--- src/rtl/lm32_dp_ram_reader.sv ---
// rtl/lm32_dp_ram_reader.sv - streaming read engine for the lm32 dual-port RAM read port
module lm32_dp_ram_reader #(
    parameter int addr_width = 10,
    parameter int data_width = 32
) (
    input  logic                  clk_i,
    input  logic                  rst_n_i,
    input  logic                  start_i,
    input  logic [addr_width-1:0] base_i,
    input  logic [addr_width:0]   len_i,
    input  logic                  abort_i,
    output logic                  busy_o,
    output logic                  done_o,
    output logic [addr_width-1:0] raddr_o,
    input  logic [data_width-1:0] rdata_i,
    output logic [data_width-1:0] data_o,
    output logic                  valid_o,
    output logic                  last_o,
    input  logic                  ready_i
);

    typedef enum logic [1:0] {
        S_IDLE  = 2'd0,
        S_RUN   = 2'd1,
        S_DRAIN = 2'd2,
        S_DONE  = 2'd3
    } state_t;

    localparam logic [addr_width-1:0] addr_one = 1;
    localparam logic [addr_width:0]   len_one  = 1;
    localparam logic [addr_width:0]   len_zero = '0;

    state_t state_q, state_d;

    logic [addr_width-1:0] addr_q;
    logic [addr_width-1:0] raddr_q;
    logic [addr_width:0]   remaining_q;
    logic                  inflight_q;
    logic                  inflight_last_q;

    // Two-entry output FIFO kept as a head register plus one spill slot.
    logic [data_width-1:0] head_data_q;
    logic [data_width-1:0] tail_data_q;
    logic                  head_last_q;
    logic                  tail_last_q;
    logic [1:0]            count_q;

    logic       abort_act;
    logic       pop;
    logic       push;
    logic       issue;
    logic       last_issue;
    logic       drained;
    logic [2:0] pending;

    assign abort_act  = abort_i && (state_q != S_IDLE);
    assign pop        = valid_o && ready_i;
    assign push       = inflight_q;
    assign pending    = {1'b0, count_q} + {2'b00, inflight_q};
    // Words buffered plus in flight, net of this cycle's pop, must stay below two.
    assign issue      = (state_q == S_RUN) && !abort_i && (pending < (3'd2 + {2'b00, pop}));
    assign last_issue = issue && (remaining_q == len_one);
    assign drained    = !inflight_q && ((count_q == 2'd0) || ((count_q == 2'd1) && pop));

    always_ff @(posedge clk_i or negedge rst_n_i) begin
        if (!rst_n_i) begin
            state_q <= S_IDLE;
        end else begin
            state_q <= state_d;
        end
    end

    always_comb begin
        state_d = state_q;
        case (state_q)
            S_IDLE: begin
                if (start_i) begin
                    state_d = (len_i != len_zero) ? S_RUN : S_DONE;
                end
            end
            S_RUN: begin
                if (last_issue) begin
                    state_d = S_DRAIN;
                end
            end
            S_DRAIN: begin
                if (drained) begin
                    state_d = S_DONE;
                end
            end
            S_DONE: begin
                state_d = S_IDLE;
            end
            default: begin
                state_d = S_IDLE;
            end
        endcase
        if (abort_act) begin
            state_d = S_IDLE;
        end
    end

    always_comb begin
        busy_o = 1'b0;
        done_o = 1'b0;
        case (state_q)
            S_RUN:   busy_o = 1'b1;
            S_DRAIN: busy_o = 1'b1;
            S_DONE: begin
                busy_o = 1'b1;
                done_o = 1'b1;
            end
            default: begin
                busy_o = 1'b0;
                done_o = 1'b0;
            end
        endcase
    end

    // The RAM registers raddr_o itself, so the issuing address goes out combinationally.
    assign raddr_o = issue ? addr_q : raddr_q;
    assign valid_o = (count_q != 2'd0);
    assign data_o  = head_data_q;
    assign last_o  = head_last_q && valid_o;

    always_ff @(posedge clk_i or negedge rst_n_i) begin
        if (!rst_n_i) begin
            addr_q          <= '0;
            raddr_q         <= '0;
            remaining_q     <= '0;
            inflight_q      <= 1'b0;
            inflight_last_q <= 1'b0;
        end else begin
            if ((state_q == S_IDLE) && start_i) begin
                addr_q      <= base_i;
                remaining_q <= len_i;
            end else if (issue) begin
                addr_q      <= addr_q + addr_one;
                remaining_q <= remaining_q - len_one;
                raddr_q     <= addr_q;
            end
            if (abort_act) begin
                inflight_q      <= 1'b0;
                inflight_last_q <= 1'b0;
            end else begin
                inflight_q      <= issue;
                inflight_last_q <= last_issue;
            end
        end
    end

    always_ff @(posedge clk_i or negedge rst_n_i) begin
        if (!rst_n_i) begin
            head_data_q <= '0;
            tail_data_q <= '0;
            head_last_q <= 1'b0;
            tail_last_q <= 1'b0;
            count_q     <= 2'd0;
        end else if (abort_act) begin
            count_q <= 2'd0;
        end else begin
            case ({push, pop})
                2'b11: begin
                    if (count_q == 2'd2) begin
                        head_data_q <= tail_data_q;
                        head_last_q <= tail_last_q;
                        tail_data_q <= rdata_i;
                        tail_last_q <= inflight_last_q;
                    end else begin
                        head_data_q <= rdata_i;
                        head_last_q <= inflight_last_q;
                    end
                end
                2'b10: begin
                    if (count_q == 2'd0) begin
                        head_data_q <= rdata_i;
                        head_last_q <= inflight_last_q;
                    end else begin
                        tail_data_q <= rdata_i;
                        tail_last_q <= inflight_last_q;
                    end
                    count_q <= count_q + 2'd1;
                end
                2'b01: begin
                    if (count_q == 2'd2) begin
                        head_data_q <= tail_data_q;
                        head_last_q <= tail_last_q;
                    end
                    count_q <= count_q - 2'd1;
                end
                default: begin
                    count_q <= count_q;
                end
            endcase
        end
    end

endmodule
--- config.mk ---
export PLATFORM = sky130hd
export DESIGN_NAME = lm32_dp_ram_reader
export DESIGN_NICKNAME = d
export VERILOG_FILES = /design/src/rtl/lm32_dp_ram_reader.sv
export SDC_FILE = /design/constraint.sdc
export NUM_CORES = 1
export LEC_CHECK = 0
export ABC_AREA = 1
export CAP_MARGIN = 25
export CORE_MARGIN = 10
export CORE_UTILIZATION = 30
export DETAILED_ROUTE_END_ITERATION = 6
export GPL_TIMING_DRIVEN = 1
export PLACE_DENSITY_LB_ADDON = 0.3
export SLEW_MARGIN = 5
export SYNTH_ARGS = -nofsm -noshare
export SYNTH_HDL_FRONTEND = slang
export SYNTH_SLANG_ARGS = --single-unit
--- constraint.sdc ---
create_clock -name clk_i -period 3.07 [get_ports clk_i]
set_input_delay 0.921 -clock clk_i [delete_from_list [all_inputs] [get_ports clk_i]]
set_output_delay 0.921 -clock clk_i [all_outputs]
set_load 0.01 [all_outputs]
* Yosys cells after proc, flatten, opt, wreduce, memory -nomap -nowiden
Index checks and enable logic that the tools add are counted.
** Cells by class
- Add/sub/neg operators :: 6
- Order comparisons :: 1
- Equality and inequality tests :: 16
- Multiplexer cells :: 31
- Bitwise logic cells :: 1
- Reductions and logical operators :: 25
** Operators by type and width (count)
- 32-bit two-way mux :: 5
- 32-bit one-hot mux with 3 select lines :: 1
- 32-bit one-hot mux with 2 select lines :: 1
- 10-bit two-way mux :: 3
- 11-bit two-way mux :: 2
- 2-bit two-way mux :: 6
- 11-bit by 1-bit equality test with 1-bit output, second input constant :: 1
- 11-bit nonzero test :: 1
- 11-bit by 1-bit subtractor with 11-bit output, second input constant :: 1
- 10-bit by 1-bit adder with 10-bit output, second input constant :: 1
- 2-bit equality test, second input constant :: 5
- 1-bit logical AND :: 9
- 1-bit two-way mux :: 9
- 3-bit inequality test, second input constant :: 3
- 2-bit inequality test, second input constant :: 4
- 2-bit one-hot mux with 4 select lines :: 1
- 4-bit AND reduction :: 2
- 2-bit nonzero test :: 4
- 2-bit by 1-bit equality test with 1-bit output, second input constant :: 3
- 3-bit nonzero test :: 2
- 2-bit zero test :: 2
- 2-bit one-hot mux with 2 select lines :: 1
- 2-bit by 1-bit adder with 3-bit output :: 1
- 2-bit by 1-bit adder with 3-bit output, first input constant :: 1
- 10 further kinds :: 11
** Word-level totals
- Register bits :: 103
- Input bits :: 58
- Output and inout bits :: 46
- Logic and storage cells :: 91

* Depth between registers and ports, before layout
Gate-level depths: netlist of the first run.
- Word-level depth :: 9
- Mapped depth :: 13
- Depth with buffers taken out :: 12

* Worst setup path before layout of the first run
Ideal clock, no wire load.
- Path kind :: input to output
- Start :: input abort_i
- End :: output raddr_o[6]
- Arrival time :: 1723 ps
- Required time :: 2149 ps
- Slack :: 426 ps
- Stages :: 6
- Buffers on the path :: 1
- Cells stage by stage :: nor2_1 -> nand2_1 -> a21oi_4 -> buf_2 -> nand2_1 -> o21ai_0
** Between the ends
- Longest elaborated chain between the ends :: 4
** Ends and longest elaborated chain
- start, declared :: line 11 : input logic abort_i,
- 1-bit zero test :: line 61 : assign issue = (state_q == S_RUN) && !abort_i && (pending < (3'd2 + {2'b00, pop}));
- 1-bit logical AND (2 in series) :: line 61
- 10-bit two-way mux
- end, declared :: line 14 : output logic [addr_width-1:0] raddr_o,
Every way passes these cells.

* Worst setup path after layout of the first run
- Start :: input abort_i
- End :: output raddr_o[0]
Same word-level chain as after synthesis.

==> insert_results.sql, run 1 <==
INSERT INTO impl_metrics (metric_group, metric, value, unit) VALUES
('outcome', 'status', 'finished, final reports clean', ''),
('critical_path', 'timing.critical_path.cells', 'dlygate4sd2_1 > nor2_2 > nand2_2 > a21oi_4 > buf_12 > nand2_1 > o21ai_0 > buf_2', ''),
('floorplanning', 'die-area', '25630', 'sq um'),
('global_route', 'overflow', '0', ''),
('critical_path', 'cpPeakStageDelay', '0.25', 'ns'),
('cts', 'worst_setup_hold_path_clk_slew', '0.07', 'ns'),
('cts', 'cts_tree', 'done', ''),
('synthesis', 'syn_avg_cell_area', '7.547', 'sq um'),
('synthesis', 'synth_seq_cells', '103', ''),
('cts', 'cts-root-to-sink-buffers', '2', ''),
('synthesis', 'synthesized_nets', '854', ''),
('synthesis', 'yosysSeqAreaShare', '43.78', '%'),
('place', 'preCtsSetupSlack', '-0.5885', 'ns'),
('finish', 'layout-area-overhead-vs-synth', '29.20', '%'),
('synthesis', 'ys.warnings.count', '0', ''),
('global_route', 'grtUsageMet3', '4.679', '%'),
('place', 'port-buffer-count', '103', ''),
('routing', 'drt_iter0_drc', '254', ''),
('synthesis', 'ys_types', '34', ''),
('pwr', 'power-per-cell-area', '1005', 'nW/um^2'),
('global_route', 'wire_length_of_the_first_global_routing_pass', '26920', 'um'),
('critical_path', 'worstSetupStartpoint', 'abort_i', ''),
('sta', 'slew-limit-headroom', '48.42', '%'),
('global_route', 'grt_pass1_vias', '5233', ''),
('sta', 'setup_violations_final', '0', ''),
('finish', 'insertedDiodeCount', '0', ''),
('cts', 'clock_tree.htree_level_count', '3', ''),
('synthesis', 'ys_dominant_reg_cell', 'sky130_fd_sc_hd__dfrtp_1', ''),
('synthesis', 'synth-async-reset-ratio', '100.0', '%'),
('hold_path', 'worst_hold_path_type', 'register to register', ''),
('hold_path', 'hold_start', 'tail_data_q[19]', ''),
('finish', 'n_fill_cell', '2051', ''),
('synthesis', 'netlist.area_leader.share', '43.78', '%'),
('routing', 'route.detailed.vias_per_inst', '4.596', ''),
('cts', 'cts_buffers', '9', ''),
('routing', 'remaining_drc_errors', '0', ''),
('critical_path', 'worst-endpoint-required', '2.15', 'ns'),
('floorplanning', 'fp.dieW', '160.1', 'um'),
('critical_path', 'critical_path.reg2reg.startpoint', 'count_q[0]', ''),
('pwr', 'worst_ir_drop_vdd', '0.5141', 'mV'),
('critical_path', 'timing.critical_path.to_type', 'output pin', ''),
('sta', 'final-max-slew-violation-count', '0', ''),
('critical_path', 'arrival', '1.99', 'ns'),
('place', 'place_area', '7283', 'sq um'),
('synthesis', 'netlist.top_cell.by_area', 'sky130_fd_sc_hd__dfrtp_1', ''),
('sta', 'fmax', '343.4', 'MHz'),
('finish', 'final_design_area_no_fill', '7606', 'sq um'),
('critical_path', 'criticalPathCategory', 'input port to output pin', ''),
('critical_path', 'worst_path_dominant_cell_family', 'buffers and inverters', ''),
('sta', 'post_route_fraction_of_the_period_consumed_by_the_critical_path', '94.85', '%'),
('hold_path', 'hold_path_depth', '2', ''),
('pwr', 'post-layout-total-power', '0.007643', 'W'),
('finish', 'drive_above_1_share', '7.727', '%'),
('hold_path', 'worstHoldEndpoint', 'tail_data_q[19]', ''),
('routing', 'via_count', '5262', ''),
('floorplanning', 'floorplan.core_area', '19400', 'sq um'),
('floorplanning', 'io_pins', '104', ''),
('sta', 'clock-skew-final', '0.009347', 'ns'),
('global_route', 'grt_use_total', '12.70', '%'),
('sta', 'final_hold_viol_count', '0', ''),
('sta', 'final_setup_slack_of_the_worst_path', '0.1580', 'ns'),
('global_route', 'grt-busiest-layer', 'met2', ''),
('critical_path', 'cp_num_buf_inv', '3', ''),
('synthesis', 'synth.area.top_cells', 'sky130_fd_sc_hd__dfrtp_1 44%, sky130_fd_sc_hd__nand2_1 12%, sky130_fd_sc_hd__o21ai_0 7.9%', ''),
('cts', 'clkSinkCount', '103', ''),
('cts', 'clk-insertion-delay-late', '0.35', 'ns'),
('routing', 'detailedRoute.firstPassIterationCount', '4', ''),
('global_route', 'met1_usage', '16.34', '%'),
('routing', 'ant_nets', '0', ''),
('finish', 'final_net_count', '950', ''),
('floorplanning', 'effective_utilization_at_floorplan', '30.35', '%');
-- worst min-delay path, stage by stage, from the launching register on --
cell and delay [ns]:
sky130_fd_sc_hd__dfrtp_1 0.34, sky130_fd_sc_hd__nand2_1 0.05, sky130_fd_sc_hd__o21ai_0 0.06
-- power by group --
part / switching (W) / internal (W) / leakage (nW)
clock: 0.000522 / 0.000614 / 0.134
sequential: 0.000429 / 0.00201 / 1.26
combinational: 0.00226 / 0.00180 / 2.03
-- metrics by stage --
stage	TNS [ns]	utilization [%]	instances	hold WS, ns
floorplan	0	-	780	0.4530
global placement	-5.221	37.55	1127	0.4677
detailed placement	-5.409	37.55	1127	0.4745
CTS	0	39.20	1145	0.4915
global route	-0.005592	39.21	1145	0.5010
finish	0	39.21	1145	0.4824
-- area by class of cell --
| type | instances | area, sq um | area share, % |
|---|---|---|---|
| clock buffer | 13 | 270.3 | 3.553 |
| timing repair buffer | 128 | 1255 | 16.50 |
| clock inverter | 2 | 15.01 | 0.1974 |
| inverter | 111 | 416.7 | 5.478 |
| tap | 265 | 331.6 | 4.359 |
| sequential | 103 | 2577 | 33.89 |
| multi-input combinational | 523 | 2740 | 36.03 |
-- logic make-up after synthesis --
| kind of cell | count (synthesis) | synth area share (%) |
|---|---|---|
| simple gates | 292 | 20.45 |
| compound gates | 205 | 20.11 |
| flops | 103 | 43.78 |
| fa+ha+maj | 16 | 3.401 |
| buf+inv | 155 | 10.92 |
| xor+xnor | 9 | 1.339 |
-- synth_stat cells (all sizes together), types with 3 or more instances --
master	instances
o21ai	94
xnor2	5
nand3	59
a21oi	36
nand4	4
and2	3
ha	16
xor2	4
dfrtp	103
nor2	33
o22ai	33
clkbuf	20
nand2	191
o211ai	5
buf	24
inv	111
o21a	32
-- per-layer routing --
metal	routed length [um]	vias up
met2	7268	107
met3	931	10
met4	111	2
met5	7	-
met1	7788	2417
li1	-	2726
-- state kept, by name, indices dropped and copies added, names as in the netlist --
| name | cells |
|---|---|
| data_o | 32 |
| tail_data_q | 32 |
| remaining_q | 11 |
| addr_q | 10 |
| raddr_q | 10 |
| count_q | 2 |
| state_q | 2 |
| head_last_q | 1 |
| inflight_last_q | 1 |
| inflight_q | 1 |
| tail_last_q | 1 |
-- cell usage in the layout (no fill, tap or decap), types with 3 or more instances in the layout --
cell	instances
sky130_fd_sc_hd__nand2_2	3
sky130_fd_sc_hd__nand3_1	57
sky130_fd_sc_hd__inv_1	105
sky130_fd_sc_hd__clkbuf_8	3
sky130_fd_sc_hd__nand2_1	188
sky130_fd_sc_hd__nor2_1	30
sky130_fd_sc_hd__o211ai_1	5
sky130_fd_sc_hd__o21a_1	32
sky130_fd_sc_hd__clkbuf_16	9
sky130_fd_sc_hd__buf_4	20
sky130_fd_sc_hd__clkdlybuf4s50_1	90
sky130_fd_sc_hd__nand4_1	4
sky130_fd_sc_hd__dfrtp_1	103
sky130_fd_sc_hd__ha_1	14
sky130_fd_sc_hd__xnor2_1	5
sky130_fd_sc_hd__xor2_1	4
sky130_fd_sc_hd__o21ai_1	3
sky130_fd_sc_hd__buf_2	7
sky130_fd_sc_hd__buf_12	6
sky130_fd_sc_hd__inv_2	6
sky130_fd_sc_hd__a21oi_1	35
sky130_fd_sc_hd__o22ai_1	33
sky130_fd_sc_hd__o21ai_0	91
-- repair_timing --
action | 4_1_cts | 5_1_grt
gates resized for setup | 46 | 1
gates cloned | 1 | 0
setup endpoints to repair | 10 | 8
hold endpoints to repair | 0 | 0
hold buffers | 0 | 0
setup buffers | 2 | 0
pin swaps | 1 | 0
-- how the worst max path moves through the flow --
stage / cells past startpoint / end
5_1_grt: 7 / raddr_o[3]
3_3_place_gp: 7 / raddr_o[0]
3_5_place_dp: 7 / raddr_o[0]
2_1_floorplan: 6 / raddr_o[6]
6_report: 8 / raddr_o[0]
4_1_cts: 7 / raddr_o[8]
(Power assumes the default switching activity.)
==> run 2, diff against run 1 <==
--- a/config.mk
+++ b/config.mk
@@ -6,7 +6,7 @@
 export NUM_CORES = 1
 export LEC_CHECK = 0
 export ABC_AREA = 1
-export CAP_MARGIN = 25
+export CAP_MARGIN = 20
 export CORE_MARGIN = 10
 export CORE_UTILIZATION = 30
 export DETAILED_ROUTE_END_ITERATION = 6
==> results of run 2 <==
Final layout, timing and power as in run 1 (identical DEF).
